### config.mk
export PLATFORM = sky130hd
export DESIGN_NAME = encrypt_v3
export DESIGN_NICKNAME = d
export VERILOG_FILES = /design/src/rtl/present_pkg.sv /design/src/rtl/present_keyreg.sv /design/src/rtl/encrypt_v3.sv
export SDC_FILE = /design/constraint.sdc
export NUM_CORES = 1
export LEC_CHECK = 0
export CAP_MARGIN = 15
export CORE_ASPECT_RATIO = 1.1
export CORE_MARGIN = 2
export CORE_UTILIZATION = 30
export DETAILED_ROUTE_END_ITERATION = 12
export GPL_ROUTABILITY_DRIVEN = 0
export HOLD_SLACK_MARGIN = 0.06
export MAX_ROUTING_LAYER = met4
export SLEW_MARGIN = 20
export SYNTH_ARGS = -nofsm -noshare
export SYNTH_HDL_FRONTEND = slang
export SYNTH_SLANG_ARGS = --single-unit
### constraint.sdc
create_clock -name clk -period 12.9 [get_ports clk]
set_input_delay 1.935 -clock clk [delete_from_list [all_inputs] [get_ports clk]]
set_output_delay 1.935 -clock clk [all_outputs]
set_load 0.005 [all_outputs]
### src/rtl/present_pkg.sv
// Shared PRESENT primitives: S-box layers, bit permutation, key schedule
// steps and the controller state encoding.
package present_pkg;

  localparam int BLK_W = 64;

  typedef enum logic [2:0] {
    ST_IDLE  = 3'd0,
    ST_KEYX  = 3'd1,
    ST_ROUND = 3'd2,
    ST_FIN   = 3'd3,
    ST_DONE  = 3'd4
  } fsm_t;

  function automatic logic [3:0] sbox(input logic [3:0] x);
    logic [3:0] y;
    case (x)
      4'h0: y = 4'hc;  4'h1: y = 4'h5;  4'h2: y = 4'h6;  4'h3: y = 4'hb;
      4'h4: y = 4'h9;  4'h5: y = 4'h0;  4'h6: y = 4'ha;  4'h7: y = 4'hd;
      4'h8: y = 4'h3;  4'h9: y = 4'he;  4'ha: y = 4'hf;  4'hb: y = 4'h8;
      4'hc: y = 4'h4;  4'hd: y = 4'h7;  4'he: y = 4'h1;  default: y = 4'h2;
    endcase
    return y;
  endfunction

  function automatic logic [3:0] sbox_inv(input logic [3:0] x);
    logic [3:0] y;
    case (x)
      4'h0: y = 4'h5;  4'h1: y = 4'he;  4'h2: y = 4'hf;  4'h3: y = 4'h8;
      4'h4: y = 4'hc;  4'h5: y = 4'h1;  4'h6: y = 4'h2;  4'h7: y = 4'hd;
      4'h8: y = 4'hb;  4'h9: y = 4'h4;  4'ha: y = 4'h6;  4'hb: y = 4'h3;
      4'hc: y = 4'h0;  4'hd: y = 4'h7;  4'he: y = 4'h9;  default: y = 4'ha;
    endcase
    return y;
  endfunction

  function automatic logic [BLK_W-1:0] sbox_layer(input logic [BLK_W-1:0] x);
    logic [BLK_W-1:0] y;
    y = '0;
    for (int n = 0; n < 16; n++) y[4*n +: 4] = sbox(x[4*n +: 4]);
    return y;
  endfunction

  function automatic logic [BLK_W-1:0] sbox_layer_inv(input logic [BLK_W-1:0] x);
    logic [BLK_W-1:0] y;
    y = '0;
    for (int n = 0; n < 16; n++) y[4*n +: 4] = sbox_inv(x[4*n +: 4]);
    return y;
  endfunction

  // Bit j lands on (16*j) mod 63; bit 63 stays put.
  function automatic logic [BLK_W-1:0] p_layer(input logic [BLK_W-1:0] x);
    logic [BLK_W-1:0] y;
    y = '0;
    for (int j = 0; j < 63; j++) y[(16*j) % 63] = x[j];
    y[63] = x[63];
    return y;
  endfunction

  function automatic logic [BLK_W-1:0] p_layer_inv(input logic [BLK_W-1:0] x);
    logic [BLK_W-1:0] y;
    y = '0;
    for (int j = 0; j < 63; j++) y[j] = x[(16*j) % 63];
    y[63] = x[63];
    return y;
  endfunction

  // Key registers are carried zero-extended to 128 bits; k128 selects the
  // 128-bit schedule, otherwise only bits [79:0] are meaningful.
  function automatic logic [127:0] key_upd(input logic [127:0] k,
                                           input logic [4:0]   rc,
                                           input logic         k128);
    logic [127:0] r;
    if (k128) begin
      r = {k[66:0], k[127:67]};
      r[127:124] = sbox(r[127:124]);
      r[123:120] = sbox(r[123:120]);
      r[66:62]   = r[66:62] ^ rc;
    end else begin
      r = {48'd0, k[18:0], k[79:19]};
      r[79:76] = sbox(r[79:76]);
      r[19:15] = r[19:15] ^ rc;
    end
    return r;
  endfunction

  function automatic logic [127:0] key_upd_inv(input logic [127:0] k,
                                               input logic [4:0]   rc,
                                               input logic         k128);
    logic [127:0] t;
    logic [127:0] r;
    t = k;
    if (k128) begin
      t[66:62]   = t[66:62] ^ rc;
      t[127:124] = sbox_inv(t[127:124]);
      t[123:120] = sbox_inv(t[123:120]);
      r = {t[60:0], t[127:61]};
    end else begin
      t[19:15] = t[19:15] ^ rc;
      t[79:76] = sbox_inv(t[79:76]);
      r = {48'd0, t[60:0], t[79:61]};
    end
    return r;
  endfunction

endpackage

### src/rtl/present_keyreg.sv
// Round-key register. Loads the user key, steps the schedule forward or
// backward by one round, and exposes the 64 most significant key bits.
module present_keyreg
  import present_pkg::*;
#(
  parameter int KEY_W = 80
) (
  input  logic             clk,
  input  logic             rst,
  input  logic             load,
  input  logic             fwd,
  input  logic             inv,
  input  logic [4:0]       rc,
  input  logic [KEY_W-1:0] k,
  output logic [63:0]      keytop
);

  localparam logic IS_128 = (KEY_W == 128);

  logic [KEY_W-1:0] key_q;
  logic [KEY_W-1:0] key_d;

  // Next key: load has priority, then forward step, then reverse step.
  always_comb begin
    key_d = key_q;
    if (load)
      key_d = k;
    else if (fwd)
      key_d = KEY_W'(key_upd(128'(key_q), rc, IS_128));
    else if (inv)
      key_d = KEY_W'(key_upd_inv(128'(key_q), rc, IS_128));
  end

  // Key state register, cleared by reset.
  always_ff @(posedge clk or posedge rst) begin
    if (rst) key_q <= '0;
    else     key_q <= key_d;
  end

  assign keytop = key_q[KEY_W-1 -: 64];

endmodule

### src/rtl/encrypt_v3.sv
// Iterative PRESENT core, one round per clock, 4-phase req/ack.
// Handshake: req rising in IDLE loads the operands; ack rises when C is
// valid and stays high until req is seen low, then the core returns to IDLE.
module encrypt_v3
  import present_pkg::*;
#(
  parameter int KEY_W  = 80,
  parameter int ROUNDS = 31
) (
  input  logic             clk,
  input  logic             rst,
  input  logic             req,
  output logic             ack,
  input  logic             dec,
  input  logic [KEY_W-1:0] K,
  input  logic [BLK_W-1:0] M,
  output logic [BLK_W-1:0] C
);

  if (KEY_W != 80 && KEY_W != 128) begin : g_bad_key_w
    $error("encrypt_v3: KEY_W must be 80 or 128");
  end
  if (ROUNDS < 1 || ROUNDS > 31) begin : g_bad_rounds
    $error("encrypt_v3: ROUNDS must be in 1..31");
  end

  localparam logic [4:0] LAST = 5'(ROUNDS);

  fsm_t             fsm_q, fsm_d;
  logic [BLK_W-1:0] blk_q, blk_d;
  logic [BLK_W-1:0] c_q, c_d;
  logic [4:0]       cnt_q, cnt_d;
  logic             mode_q, mode_d;
  logic             ack_q, ack_d;
  logic             key_load, key_fwd, key_inv;
  logic [63:0]      keytop;

  present_keyreg #(.KEY_W(KEY_W)) u_keyreg (
    .clk    (clk),
    .rst    (rst),
    .load   (key_load),
    .fwd    (key_fwd),
    .inv    (key_inv),
    .rc     (cnt_q),
    .k      (K),
    .keytop (keytop)
  );

  // Controller: next state, datapath updates and key-schedule strobes.
  always_comb begin
    fsm_d    = fsm_q;
    blk_d    = blk_q;
    c_d      = c_q;
    cnt_d    = cnt_q;
    mode_d   = mode_q;
    ack_d    = ack_q;
    key_load = 1'b0;
    key_fwd  = 1'b0;
    key_inv  = 1'b0;
    case (fsm_q)
      ST_IDLE: begin
        if (req && !ack_q) begin
          blk_d    = M;
          mode_d   = dec;
          key_load = 1'b1;
          cnt_d    = 5'd1;
          fsm_d    = dec ? ST_KEYX : ST_ROUND;
        end
      end
      ST_KEYX: begin
        // Run the schedule forward to the last round key before decrypting.
        key_fwd = 1'b1;
        if (cnt_q == LAST) begin
          cnt_d = LAST;
          fsm_d = ST_ROUND;
        end else begin
          cnt_d = cnt_q + 5'd1;
        end
      end
      ST_ROUND: begin
        if (!mode_q) begin
          blk_d   = p_layer(sbox_layer(blk_q ^ keytop));
          key_fwd = 1'b1;
          cnt_d   = cnt_q + 5'd1;
          if (cnt_q == LAST) fsm_d = ST_FIN;
        end else begin
          blk_d   = sbox_layer_inv(p_layer_inv(blk_q ^ keytop));
          key_inv = 1'b1;
          cnt_d   = cnt_q - 5'd1;
          if (cnt_q == 5'd1) fsm_d = ST_FIN;
        end
      end
      ST_FIN: begin
        c_d   = blk_q ^ keytop;
        ack_d = 1'b1;
        fsm_d = ST_DONE;
      end
      ST_DONE: begin
        if (!req) begin
          ack_d = 1'b0;
          fsm_d = ST_IDLE;
        end
      end
      default: begin
        fsm_d = ST_IDLE;
        ack_d = 1'b0;
      end
    endcase
  end

  // State and datapath registers; reset aborts any operation in flight.
  always_ff @(posedge clk or posedge rst) begin
    if (rst) begin
      fsm_q  <= ST_IDLE;
      blk_q  <= '0;
      c_q    <= '0;
      cnt_q  <= '0;
      mode_q <= 1'b0;
      ack_q  <= 1'b0;
    end else begin
      fsm_q  <= fsm_d;
      blk_q  <= blk_d;
      c_q    <= c_d;
      cnt_q  <= cnt_d;
      mode_q <= mode_d;
      ack_q  <= ack_d;
    end
  end

  assign ack = ack_q;
  assign C   = c_q;

endmodule
==> metrics.md <==
| Metric | Value |
|---|---|
| Clock latency of the later-clocked register in the worst-skew pair | `570 ps` |
| Leading area contributor after synthesis | `sky130_fd_sc_hd__dfrtp_1` |
| Grt met3 use | `5.54%` |
| GRT Residual Overflow | `0` |
| Transition at the pin with the smallest max-transition slack | `1200 ps` |
| Setup crit end kind | `flip-flop` |
| CTS tree | `built` |
| Maxcap violations | `0` |
| Total number of yosys warnings | `0` |
| Setup violations, final | `0` |
| Result of the run | `completed` |
| First-pass iteration count of the detailed router | `7` |
| Vias in the first global route | `14400` |
| Rows | `89` |
| Clk slew on worst S/H paths | `60 ps` |
| Pin count of the biggest net entering global routing | `125` |
| TritonCTS Buffers | `27` |
| Worst reg-to-reg setup slack | `9240 ps` |
| Critical path peak fanout | `124` |
| Post-CTS Repair Setup Buffers | `0` |
| Synthesized instance count | `1860` |
| Horizontal extent of the die | `226 um` |
| Worst min path class | `reg -> reg` |
| Clk root buf | `sky130_fd_sc_hd__clkbuf_16` |
| Average wire per standard cell | `23.5 um` |
| Cts hold-fix bufs | `0` |
| Filler cells | `5494` |
| Sequential fraction of the synthesis area | `33.5%` |
| Remaining antenna violation count after routing | `0` |
| Level count of the clock H-tree | `1` |
| Worst R2R Path Depth | `7` |
| Top cell type's share of synthesized area | `33.5%` |
| Max-Slew Margin vs Limit | `17.7%` |
| Destination of the worst register-to-register timing path | `blk_q[5]` |
| # IOs | `213` |
| Antenna violations before repair | `1` |
| Total of flip-flops plus latches after synthesis | `218` |
| Post-route setup TNS | `0 ps` |
| Share of cells above drive strength 1 | `8.09%` |
| P&R area growth vs syn | `22.5%` |
| Combined area of the multi-input logic cells | `10000 um^2` |
| Wire length of the first global-routing pass | `93500 um` |
| Total number of nets in the final design | `2232` |
| WHS Path Cells | `2` |
| Critical path data arrival time | `4670 ps` |
| CP Data Required Time | `13350 ps` |
| Resized Gates After CTS | `0` |
| Leading cell types by total area after synthesis | `sky130_fd_sc_hd__dfrtp_1, sky130_fd_sc_hd__ha_1, sky130_fd_sc_hd__o21ai_0` |
| Distinct cells, synth | `75` |
| Min-Delay Startpoint | `C[45]` |
| Via total after detailed routing | `15500` |
| Endpoint with the worst hold slack | `C[45]` |
| Final Hold Violating Endpoints | `0` |
| CORE AREA | `53600 um^2` |
| Achievable frequency | `237 MHz` |
| Drc violations | `0` |
| Share of flip-flops with an asynchronous set or reset | `100%` |
| Global-route met1 utilization | `30.5%` |
| Post-Syn Nets | `2092` |
| Slew Viols, Final | `0` |
| Effective utilization at floorplan | `30.4%` |
| Sequential cell area | `5460 um^2` |
| Clk sink count | `218` |
| Die Footprint | `56100 um^2` |
| Most used flip-flop cell after synthesis | `sky130_fd_sc_hd__dfrtp_1` |
| Height of the die | `248 um` |
| GRT met2 Usage | `34.3%` |
| Starting DRT DRC Count | `1607` |
| Grt peak-use layer | `met2` |
| Class of the most critical setup path | `in -> reg` |
| Clock period minus worst slack | `4220 ps` |
| Mean area per synthesized cell | `8.74 um^2` |
| Fraction of the cycle the final worst path needs | `32.7%` |
| Post-DR vias/cell | `5.65` |
| Aggregate routed wire length | `64500 um` |
| Global Route Usage Sum | `23.1%` |
| R2R Path Start | `u_keyreg.key_q[36]` |
| Cell Area, Synth | `16300 um^2` |
| HPWL after detailed placement | `48400 um` |
| Final Skew | `14.6 ps` |
| EDFF count, synth | `0` |
| RSZ-0062 raised after global routing | `no` |
| Startpoint class of the critical path | `input pin` |
| Buffers from clock root to sink, at most | `3` |
| Count of port buffers added during placement | `212` |
Yosys cell counts (4+ instances only):
master	number
sky130_fd_sc_hd__mux2i_1	93
sky130_fd_sc_hd__buf_1	5
sky130_fd_sc_hd__ha_1	84
sky130_fd_sc_hd__clkinv_1	5
sky130_fd_sc_hd__clkbuf_1	89
sky130_fd_sc_hd__o41ai_1	5
sky130_fd_sc_hd__mux2_2	9
sky130_fd_sc_hd__o211ai_1	33
sky130_fd_sc_hd__a221o_1	4
sky130_fd_sc_hd__nand2_1	189
sky130_fd_sc_hd__a31oi_1	30
sky130_fd_sc_hd__a211o_1	5
sky130_fd_sc_hd__mux4_2	23
sky130_fd_sc_hd__nand3_1	37
sky130_fd_sc_hd__and3_1	7
sky130_fd_sc_hd__inv_2	17
sky130_fd_sc_hd__xnor2_1	96
sky130_fd_sc_hd__a211oi_1	37
sky130_fd_sc_hd__a2111oi_0	5
sky130_fd_sc_hd__buf_2	36
sky130_fd_sc_hd__xor2_1	32
sky130_fd_sc_hd__o21ai_1	6
sky130_fd_sc_hd__nor3_1	32
sky130_fd_sc_hd__o2111ai_1	8
sky130_fd_sc_hd__xnor2_2	8
sky130_fd_sc_hd__dfrtp_1	218
sky130_fd_sc_hd__o311a_1	4
sky130_fd_sc_hd__a21oi_1	158
sky130_fd_sc_hd__a221oi_1	12
sky130_fd_sc_hd__nand4_1	6
sky130_fd_sc_hd__o21ai_0	205
sky130_fd_sc_hd__a311oi_1	8
sky130_fd_sc_hd__o31ai_1	7
sky130_fd_sc_hd__xor2_2	11
sky130_fd_sc_hd__maj3_1	5
sky130_fd_sc_hd__o22ai_1	18
sky130_fd_sc_hd__inv_1	49
sky130_fd_sc_hd__o221ai_1	12
sky130_fd_sc_hd__a21o_1	71
sky130_fd_sc_hd__a22oi_1	10
sky130_fd_sc_hd__nor2_1	118
kinds of logic after synthesis:
| group | count (synthesis) | share of synthesized area, % |
|---|---|---|
| DFF | 218 | 33.5 |
| AOI/OAI and AO/OA | 665 | 25.5 |
| adders and majority gates | 89 | 6.77 |
| buffers and inverters | 207 | 5.23 |
| xor gates and xnor gates | 147 | 8.79 |
| muxes | 125 | 9.53 |
| and+or+nand+nor | 409 | 10.6 |
metal layers:
metal / part of all wire, % / up-vias
met5: 0 / -
met4: 4.0 / 0
met3: 11 / 117
met2: 44 / 786
met1: 41 / 7568
li1: - / 7020
cells in the final DEF (no fill, tap or decap), drive strengths merged, types with 34 or more instances in the layout:
cell           instances
buf                   34
nor2                 118
ha                    84
a21o                  71
xor2                  43
o21ai                211
a211oi                37
inv                   68
dfrtp                218
nand3                 37
nand2                189
a21oi                158
clkdlybuf4s50        212
xnor2                104
mux2i                 93
metrics by stage:
stage / utilization, % / setup slack, ps / hold slack, ps / area (um^2) / cells
floorplan: - / 5000 / 463 / 16300 / 1860
global placement: 35.6 / 8220 / 466 / 19100 / 2698
detailed placement: 35.6 / 8170 / 470 / 19100 / 2698
CTS: 37.1 / 8760 / 483 / 19900 / 2742
global route: 37.2 / 8540 / 507 / 19900 / 2744
finish: 37.2 / 8680 / 478 / 19900 / 2744
registers in the layout, summed over array words and instances, names as in the netlist:
name / flops
blk_q: 64
C: 64
u_keyreg.key_q: 80
fsm_q: 3
ack: 1
mode_q: 1
cnt_q: 5
cell type report:
cell class                 count  share of cell area (%)
inverter                      72                    1.41
multi-input combinational   1435                    50.4
clock inverter                11                   0.452
antenna                        1                  0.0126
tap                          728                    4.57
clock buffer                  33                    3.71
sequential                   218                    27.4
timing repair buffer         246                    12.0
how the worst max path moves through the flow:
stage / from / to / slack [ps] / depth (start not counted)
finish: req / blk_q[57] / 8680 / 8
detailed placement: req / blk_q[57] / 8170 / 8
global route: req / blk_q[57] / 8540 / 8
global placement: req / blk_q[57] / 8220 / 8
floorplan: rst / C[0] / 5000 / 1
CTS: req / blk_q[57] / 8760 / 8
critical path, cell delays in order:
cell and delay (ps):
sky130_fd_sc_hd__clkdlybuf4s50_1 460, sky130_fd_sc_hd__nor2b_1 150, sky130_fd_sc_hd__buf_4 220, sky130_fd_sc_hd__nand3_4 320
sky130_fd_sc_hd__buf_4 870, sky130_fd_sc_hd__mux2i_1 270, sky130_fd_sc_hd__o22ai_1 100, sky130_fd_sc_hd__a31o_2 260
Power is not shown: default switching activity piles up to over one toggle a cycle in this logic, so the estimate is an artifact.
